--- src/rtl/a5_or_c3_pkg.sv ---
// Shared constants and types for the a5_or_c3 header/payload link.
// The receiving end imports the same header codes.
package a5_or_c3_pkg;

    localparam logic [7:0] HDR_A5  = 8'hA5;
    localparam logic [7:0] HDR_C3  = 8'hC3;
    localparam int         PKT_LEN = 4;

    typedef enum logic [2:0] {
        LOAD,
        HDR,
        GAP,
        DATA,
        END
    } tx_state_t;

    // Header code selected by the latched hdr_sel bit
    function automatic logic [7:0] hdr_code(input logic sel);
        return sel ? HDR_C3 : HDR_A5;
    endfunction

    // Keep payload from aliasing a header code at the receiver
    function automatic logic [7:0] sanitize(input logic [7:0] b);
        if (b == HDR_A5 || b == HDR_C3) begin
            return b - 8'd1;
        end
        return b;
    endfunction

endpackage

--- src/rtl/a5_or_c3_tx_buf.sv ---
// 4x8 payload buffer: one write port (slot/data) and one read port (idx).
// Define A5C3_TX_SANITIZE_EN to remap 0xA5/0xC3 payload bytes at write time.
import a5_or_c3_pkg::*;

module a5_or_c3_tx_buf (
    input  logic       clk_50,
    input  logic       reset_n,
    input  logic       wr_en,
    input  logic [1:0] wr_slot,
    input  logic [7:0] wr_data,
    input  logic [1:0] rd_idx,
    output logic [7:0] rd_data
);

    logic [PKT_LEN-1:0][7:0] mem;
    logic [7:0]              wr_val;

    // Value actually stored for the incoming byte
    always_comb begin
`ifdef A5C3_TX_SANITIZE_EN
        wr_val = sanitize(wr_data);
`else
        wr_val = wr_data;
`endif
    end

    // Buffer slots, cleared on reset
    always_ff @(posedge clk_50 or negedge reset_n) begin
        if (!reset_n) begin
            mem <= '0;
        end else if (wr_en) begin
            mem[wr_slot] <= wr_val;
        end
    end

    assign rd_data = mem[rd_idx];

endmodule

--- src/rtl/a5_or_c3_tx.sv ---
// Packet framer: gathers four payload bytes, then emits header + payload
// strobes on header/header_en with GAP_CYCLES idle cycles after each strobe.
// Optional macro: A5C3_TX_SANITIZE_EN (payload 0xA5/0xC3 sent as value-1).
//
// The idle cycles after the last payload byte end with the pkt_done cycle,
// so END occupies the final gap slot (or coincides with the last payload
// strobe when GAP_CYCLES=0). The gap counter holds "cycles left minus one".
import a5_or_c3_pkg::*;

module a5_or_c3_tx #(
    parameter int GAP_CYCLES = 1
) (
    input  logic       clk_50,
    input  logic       reset_n,
    input  logic [7:0] din,
    input  logic       din_valid,
    output logic       din_ready,
    input  logic       hdr_sel,
    output logic [7:0] header,
    output logic       header_en,
    output logic       busy,
    output logic       pkt_done
);

    localparam logic [1:0] LAST   = 2'(PKT_LEN - 1);
    localparam logic [2:0] GAP_M1 = (GAP_CYCLES > 0) ? 3'(GAP_CYCLES - 1) : 3'd0;
    localparam logic [2:0] GAP_M2 = (GAP_CYCLES > 1) ? 3'(GAP_CYCLES - 2) : 3'd0;

    tx_state_t  state;
    logic [1:0] cnt;
    logic [1:0] idx;
    logic [2:0] gcnt;
    logic       hdr_q;
    logic       tail;
    logic       wr_en;
    logic       to_data;
    logic [7:0] rd_data;

    assign wr_en = (state == LOAD) && din_valid && din_ready;

    a5_or_c3_tx_buf u_buf (
        .clk_50  (clk_50),
        .reset_n (reset_n),
        .wr_en   (wr_en),
        .wr_slot (cnt),
        .wr_data (din),
        .rd_idx  (idx),
        .rd_data (rd_data)
    );

    // Next edge launches a payload strobe
    always_comb begin
        to_data = 1'b0;
        case (state)
            HDR:     to_data = (GAP_CYCLES == 0);
            DATA:    to_data = (GAP_CYCLES == 0) && !tail;
            GAP:     to_data = (gcnt == 3'd0) && !tail;
            default: to_data = 1'b0;
        endcase
    end

    // Framing FSM with registered outputs
    always_ff @(posedge clk_50 or negedge reset_n) begin
        if (!reset_n) begin
            state     <= LOAD;
            cnt       <= 2'd0;
            idx       <= 2'd0;
            gcnt      <= 3'd0;
            hdr_q     <= 1'b0;
            tail      <= 1'b0;
            din_ready <= 1'b1;
            header    <= 8'h00;
            header_en <= 1'b0;
            busy      <= 1'b0;
            pkt_done  <= 1'b0;
        end else begin
            header_en <= 1'b0;
            pkt_done  <= 1'b0;
            if (to_data) begin
                state     <= DATA;
                header    <= rd_data;
                header_en <= 1'b1;
                idx       <= idx + 2'd1;
                if (idx == LAST) begin
                    tail <= 1'b1;
                    if (GAP_CYCLES == 0) pkt_done <= 1'b1;
                end
            end else begin
                case (state)
                    LOAD: begin
                        if (wr_en) begin
                            cnt <= cnt + 2'd1;
                            if (cnt == 2'd0) hdr_q <= hdr_sel;
                            if (cnt == LAST) begin
                                state     <= HDR;
                                header    <= hdr_code(hdr_q);
                                header_en <= 1'b1;
                                din_ready <= 1'b0;
                                busy      <= 1'b1;
                                idx       <= 2'd0;
                                tail      <= 1'b0;
                            end
                        end
                    end
                    HDR: begin
                        state <= GAP;
                        gcnt  <= GAP_M1;
                    end
                    DATA: begin
                        if (!tail) begin
                            state <= GAP;
                            gcnt  <= GAP_M1;
                        end else if (GAP_CYCLES == 0) begin
                            state     <= LOAD;
                            din_ready <= 1'b1;
                            busy      <= 1'b0;
                            tail      <= 1'b0;
                        end else if (GAP_CYCLES == 1) begin
                            state    <= END;
                            pkt_done <= 1'b1;
                        end else begin
                            state <= GAP;
                            gcnt  <= GAP_M2;
                        end
                    end
                    GAP: begin
                        if (gcnt != 3'd0) begin
                            gcnt <= gcnt - 3'd1;
                        end else begin
                            state    <= END;
                            pkt_done <= 1'b1;
                        end
                    end
                    END: begin
                        state     <= LOAD;
                        din_ready <= 1'b1;
                        busy      <= 1'b0;
                        tail      <= 1'b0;
                    end
                    default: state <= LOAD;
                endcase
            end
        end
    end

endmodule
--- config.mk ---
export PLATFORM = sky130hd
export DESIGN_NAME = a5_or_c3_tx
export DESIGN_NICKNAME = d
export VERILOG_FILES = /design/src/rtl/a5_or_c3_pkg.sv /design/src/rtl/a5_or_c3_tx_buf.sv /design/src/rtl/a5_or_c3_tx.sv
export SDC_FILE = /design/constraint.sdc
export NUM_CORES = 1
export LEC_CHECK = 0
export CORE_UTILIZATION = 50
export CTS_CLUSTER_DIAMETER = 30
export CTS_CLUSTER_SIZE = 10
export DETAILED_ROUTE_END_ITERATION = 8
export PLACE_DENSITY = 0.71
export SKIP_LAST_GASP = 1
export SYNTH_ARGS = -nofsm -noshare
export SYNTH_HDL_FRONTEND = slang
export SYNTH_SLANG_ARGS = --single-unit
--- constraint.sdc ---
create_clock -name clk_50 -period 2 [get_ports clk_50]
set_clock_uncertainty 0.2 [all_clocks]
set_input_delay 0.6 -clock clk_50 [delete_from_list [all_inputs] [get_ports clk_50]]
set_output_delay 0.6 -clock clk_50 [all_outputs]
set_load 0.01 [all_outputs]
==> results.md, run 1 <==
- Status: complete, no violations
- Tmin final: 1.96 ns
- Worst-case clock buffer depth: 2
- Routed WL: ~5.0 mm
- Vias per cell: 5.24
- Worst reg2reg path endpoint: header[5]
- Total CTS buffers: 5
- Final Instance Area: 3070 sq um
- Antenna viol nets, final: 0
- Initial antenna violation count: 0
- WP data required: 2.05 ns
- First-pass GRT wire length: 8.58 mm
- H-Tree Depth: 2
- GRT overflow: 0
- # IOs: 24
- Die span in x: 74.1 um
- Fraction of layout cells with a size suffix above 1: 0.298
- Tightest hold margin: 0.0569 ns
- Grt met2 use: 0.358
- CTS tree: built
- Most frequent cell after synthesis: dfrtp_1
- Unique masters post-synth: 36
- Clock sinks: 56
- Setup WS post-layout: 0.0438 ns
- Mean Syn Cell Area: about 14 sq um
- DRC: 0
- Register area share after synthesis: 0.540
- Synth Cell Area: 2600 sq um
- Cell mode on critical path: ha_1
- Ys Warns: 0
- Mapped Cells: ~190
- CORE AREA: approximately 4800 sq um
- CP arrival: 2.01 ns
- ANT cells: 0
- Num rows: 25
- Max-slew violation count: 0
- Crit share post-route: 0.978
- Synth Net Count: approximately 210
- Flop2flop setup slack: 0.04 ns
- Final Hold Fails: 0
- Starting Density: 0.535
- Setup CP Type: reg -> reg
- Gpl congestion: 0.808
- Total global-route track usage: 0.219
- First-pass DRT Iterations: 4
- Min-Delay Path Class: in -> async
- Leak: 0.00160 uW
- # hold bufs at CTS: 0
- Final nets: 246
- Maximum VDD drop: 0.629 mV
- IO Port Bufs: 23
- Slew HR: 0.690
- Met1 Use GR: 0.288
- R2r startpoint: gcnt[0]
- Yosys top cell area share: 0.530
- DPL Wire Length: 3.58 mm
- Post-synth EDFFs: 0
- Crit start category: flip-flop
- Worst r2r path cells: 6
- Final setup vio count: 0
- Die area: 5480 sq um
- Synth-to-Final Area Change: 18.2%
- Post-synth ARST share: 1.00
- Vias in the first global route: around 1700
- Worst Path Max Fanout: 11
- RSZ-0062 raised after global routing: yes
- List of most frequent post-synthesis cells: dfrtp_1, nand2_1, mux2_4, mux4_2
- Pre-CTS worst setup slack: -0.388 ns
- F_max: 0.511 GHz
- CP max stage delay: 0.58 ns
- Crit. End Element: flip-flop
- Later-pin clock latency in the skew report: 0.32 ns
- Die H: 74.1 um
- Slowest-stage cell, CP: or4b_4
- Most used DFF post-synth: dfrtp_1
- CP cell instances: inv_1, ha_1, ha_1, or4b_4, o21a_1, a21oi_1
- Crit-path leading delay family: simple AND/OR/NAND/NOR gates
- Largest net degree at the start of global routing: 57
- Clock-pin slew on the worst setup and hold paths: 0.11 ns
- Wire length per cell: between 15 and 20 um
- Largest area contributor in the netlist: dfrtp_1
- Worst Tran Pin Value: about 0.47 ns
- Final Util: 0.633
- Buffers & Inverters on Critical Path: 1
- Vias: approximately 1500
- Top area cells in the synthesized netlist: dfrtp_1, mux2_4, mux4_2
- Max-capacitance violation count: 0
- Iteration-0 DRC Markers: 86
- Met3 track demand over resource: 0.0447
- PD cells: 1520 nW/um^2
- Dpl cell area: 2960 sq um
- CTS root buffer: clkbuf_8
- Yosys reg bits: between 50 and 60
- Grt peak-use layer: met2
layer usage:
layer	vias up	wire length, um
li1	739	-
met1	760	2290
met5	-	0
met4	0	101
met3	11	161
met2	36	2490
state kept, by name, summed over array words and instances, names as in the netlist:
name,flops
hdr_q,1
state,3
header,8
pkt_done,1
idx,2
header_en,1
tail,1
u_buf.mem,32
gcnt,3
din_ready,1
cnt,2
busy,1
placed cells by master, fill, tap and decap left out, types with 2 or more instances in the layout:
cell type / Yosys / routed
dfrtp_1: 55 / 55
nand2_1: 36 / 36
mux2_4: 25 / 25
clkdlybuf4s50_1: 0 / 10
dlygate4sd2_1: 0 / 10
buf_4: 1 / 10
mux4_2: 8 / 8
inv_1: 7 / 7
nor2_1: 7 / 7
ha_1: 7 / 7
clkbuf_8: 0 / 5
a22o_1: 4 / 4
o21ai_0: 3 / 3
nand2_4: 3 / 3
mux2_2: 3 / 3
nor3b_1: 2 / 2
a21oi_1: 2 / 2
a31oi_1: 2 / 2
o22a_1: 2 / 2
nand3_1: 2 / 2
dlymetal6s2s_1: 0 / 2
buf_12: 0 / 2
worst max-delay path by stage:
stage | start | to | cells after the start
5_1_grt | gcnt[0] | header[2] | 6
2_1_floorplan | gcnt[0] | header[0] | 6
6_report | gcnt[0] | header[5] | 6
3_5_place_dp | din_valid | header[0] | 6
4_1_cts | header_en | header_en | 1
3_3_place_gp | din_valid | header[0] | 6
cell families after synthesis:
family	after synthesis	share of synthesized area
AOI/OAI and AO/OA	17	0.0458
DFF	56	0.540
buffers and inverters	15	0.0275
muxes	36	0.227
and+or+nand+nor	60	0.122
xor gates and xnor gates	1	0.00337
adders and majority gates	7	0.0337
final cells by class:
| cell class | instances | area (sq um) |
|---|---|---|
| repair buffers | 35 | 333 |
| clock inverters | 3 | 22.5 |
| well taps | 67 | 83.8 |
| multi-input cells | 121 | 1130 |
| fillers | 362 | 1780 |
| flip-flops and latches | 56 | 1400 |
| inverters | 8 | 30.0 |
| clock buffers | 5 | 68.8 |
through the flow:
stage / total power [uW] / std cells / setup TNS, ns
floorplan: 3400 / 192 / 0
global placement: 3960 / 285 / -9.24
detailed placement: 4100 / 285 / -9.62
CTS: 4680 / 293 / 0
global route: 4980 / 295 / -0.0648
finish: 4660 / 295 / 0
power breakdown:
group          switching [uW]  total (uW)  internal [uW]
logic                     787        1960           1170
registers                 396        2060           1660
clock network             395         647            252
total                    1580        4660           3080
repair_timing:
item                                    4_1_cts  5_1_grt
pin swaps                                     0        2
gates resized for setup                      11        3
endpoints found under the setup margin       12        7
setup buffers                                 0        2
Power figures use the tool's default switching activity.
==> inputs of run 2 (changes only) <==
--- a/config.mk
+++ b/config.mk
@@ -9,6 +9,7 @@
 export CTS_CLUSTER_DIAMETER = 30
 export CTS_CLUSTER_SIZE = 10
 export DETAILED_ROUTE_END_ITERATION = 8
+export HOLD_SLACK_MARGIN = 0.02
 export PLACE_DENSITY = 0.71
 export SKIP_LAST_GASP = 1
 export SYNTH_ARGS = -nofsm -noshare
==> results of run 2 <==
The final DEF is identical to that of run 1; final timing and power are the same.
==> inputs of run 3 (changes only) <==
--- a/config.mk
+++ b/config.mk
@@ -5,8 +5,9 @@
 export SDC_FILE = /design/constraint.sdc
 export NUM_CORES = 1
 export LEC_CHECK = 0
+export ABC_AREA = 1
 export CORE_UTILIZATION = 50
-export CTS_CLUSTER_DIAMETER = 30
+export CTS_CLUSTER_DIAMETER = 120
 export CTS_CLUSTER_SIZE = 10
 export DETAILED_ROUTE_END_ITERATION = 8
 export HOLD_SLACK_MARGIN = 0.02
==> run 3 against run 2 <==
Compared with the run above:
- count of clock-buffer cells in the layout up 1
- sequential cell count unchanged
- hold slack better by 0.21 ns
- synthesized area up 0.96%
- first-iteration DRC count up 62%
- die area up 0.93%
- non-clock buffer count up 2
- critical path type is now reg -> out
- largest power group unchanged
- global-route usage about the same
==> results.md, run 3 <==
- Status: complete, no violations
- ANT cells: 0
- F_max: 0.521 GHz
- WP data required: 1.20 ns
- Crit. End Element: output port
- Vias per cell: 5.02
- CP arrival: 1.12 ns
- Slew HR: 0.648
- Total CTS buffers: 5
- PD cells: between 1000 and 1500 nW/um^2
- Final Util: 0.635
- Final setup vio count: 0
- Worst-case clock buffer depth: 2
- Vias: 2022
- Commonest non-fill, non-tap cell in the layout: nand2_1
- Min-Delay Path Class: reg -> reg
- Leak: 0.00163 uW
- Setup CP Type: reg -> out
- Unique masters post-synth: 25
- Most used DFF post-synth: dfrtp_1
- Overall Power: 4540 uW
- Die area: ~5500 sq um
- Ys Warns: 0
- GRT overflow: 0
- Starting Density: 0.537
- Fraction of layout cells with a size suffix above 1: 0.119
- Clock-pin slew on the worst setup and hold paths: 0.09 ns
- Max FFs per register: 32
- Synth Cell Area: approximately 2600 sq um
- RSZ-0062 raised after global routing: no
- Yosys top cell area share: 0.525
- Setup WS post-layout: about 0.082 ns
- Final Instance Area: 3100 sq um
- Register area share after synthesis: 0.535
- List of most frequent post-synthesis cells: nand2_1, dfrtp_1, nand3_1, inv_1, o21ai_1
- Crit share post-route: 0.959
- Worst r2r path cells: 8
- Mapped Cells: 301
- Tmin final: approximately 1.9 ns
- Gpl congestion: around 0.8
- DPL Wire Length: 3.62 mm
- Maximum VDD drop: 0.654 mV
- Most frequent cells in the layout: nand2_1, dfrtp_1, nand3_1
- H-Tree Depth: 2
- Initial antenna violation count: 0
- First-pass DRT Iterations: 4
- Later-pin clock latency in the skew report: 0.31 ns
- Buffers & Inverters on Critical Path: 1
- Hold Crit Depth: 2
- Worst Path Max Fanout: 3
- Post-synth EDFFs: 0
- Final Hold Fails: 0
- Max-slew violation count: 0
- # IOs: 24
- CP cell instances: dlygate4sd2_1
- Synth-to-Final Area Change: 18.2%
- First-pass GRT wire length: 8.87 mm
- Most frequent cell after synthesis: nand2_1
- Instance count on the critical path: 1
- Routed WL: 5.11 mm
- Yosys reg bits: 56
- Max-capacitance violation count: 0
- CTS root buffer: clkbuf_8
- Non-Filler Instances: around 400
- CTS tree: built
- Post-synth ARST share: 1.00
- Synth Net Count: 320
- Top area cells in the synthesized netlist: dfrtp_1, nand2_1, nand3_1
- DRC: 0
- Mean Syn Cell Area: slightly below 9 sq um
- Clock sinks: 56
- Largest registers: u_buf.mem: 32 flops, header: 8 flops
- Wire length per cell: 12.7 um
- Crit-path leading delay family: flip-flops
- Largest area contributor in the netlist: dfrtp_1
- Worst Tran Pin Value: 0.525 ns
- Num rows: 25
- Dpl cell area: 2990 sq um
- Pre-CTS worst setup slack: -0.0968 ns
- Crit start category: flip-flop
- Largest net degree at the start of global routing: 24
- Vias in the first global route: between 1500 and 2000
- IO Port Bufs: 23
- Die H: 74.4 um
- # placed instances: 394
- Reg with most FFs: u_buf.mem
- Final nets: between 300 and 400
- CORE AREA: 4880 sq um
- Iteration-0 DRC Markers: 139
- CP max stage delay: 0.55 ns
- Slowest-stage cell, CP: dfstp_2
- Antenna viol nets, final: 0
- Die span in x: between 70 and 80 um
- Total global-route track usage: 0.219
-- run 3: cell count changes after synthesis, sizes merged, moves of 4 or more --
| cell | previous run | this run |
|---|---|---|
| a22o | 4 | 0 |
| inv | 8 | 30 |
| mux2 | 28 | 0 |
| mux4 | 8 | 0 |
| nand2 | 39 | 102 |
| nand3 | 2 | 38 |
| o21ai | 4 | 38 |
-- run 3: layout make-up --
class | count | area (sq um)
multi-input combinational | 203 | 1030
fill | 450 | 1780
clock buffer | 6 | 72.6
timing repair buffer | 37 | 350
inverter | 32 | 120
tap | 67 | 83.8
sequential | 56 | 1400
clock inverter | 2 | 35.0
-- run 3: cell families (layout without fill, tap and decap cells) --
logic type,after synthesis,after routing,synth area share
AND/OR/NAND/NOR,154,154,0.267
AO/OA/AOI/OAI,41,41,0.0907
XOR/XNOR,1,1,0.00334
buffers and inverters,42,77,0.0706
adder cells (fa/ha/maj),7,7,0.0334
flip-flops,56,56,0.535
-- run 3: timing repair --
item	CTS	global route
setup endpoints to repair	10	2
endpoints found under the hold margin	11	0
buffers inserted	0	0
hold buffers	1	0
gates resized for setup	10	2
-- run 3: per-layer routing --
layer	vias to the layer above	track usage	part of all wire
li1	1031	-	-
met1	951	0.298	0.49
met2	34	0.344	0.46
met3	6	0.0461	0.032
met4	0	0.0881	0.016
met5	-	0	0
-- run 3: worst paths after layout --
path	startpoint	endpoint	slack, ns
worst min register to register	din_ready	din_ready	0.27
worst max-delay path	din_ready	din_ready	0.08
worst max register to register	gcnt[0]	header[6]	0.21
max in group asynchronous	reset_n	u_buf.mem[28]	0.58
min in group asynchronous	reset_n	state[1]	0.55
worst min-delay path	din_ready	din_ready	0.27
-- run 3: tightest hold or removal path, stage by stage (launching register included) --
cell and delay (ns):
dfstp_2 0.38, nand2_1 0.05, nand2_1 0.04
-- run 3: power breakdown --
part / internal, uW / switching (uW) / leakage [uW] / total [uW]
clock: 372 / 353 / 0.0000552 / 725
sequential: 1640 / 294 / 0.000708 / 1940
combinational: 769 / 1110 / 0.000871 / 1880
-- run 3: metrics by stage --
step	hold WS [ns]	TNS (ns)
finish	0.271	0
global route	0.300	0
CTS	0.274	0
detailed placement	0.261	-2.23
global placement	0.257	-1.99
floorplan	0.104	0
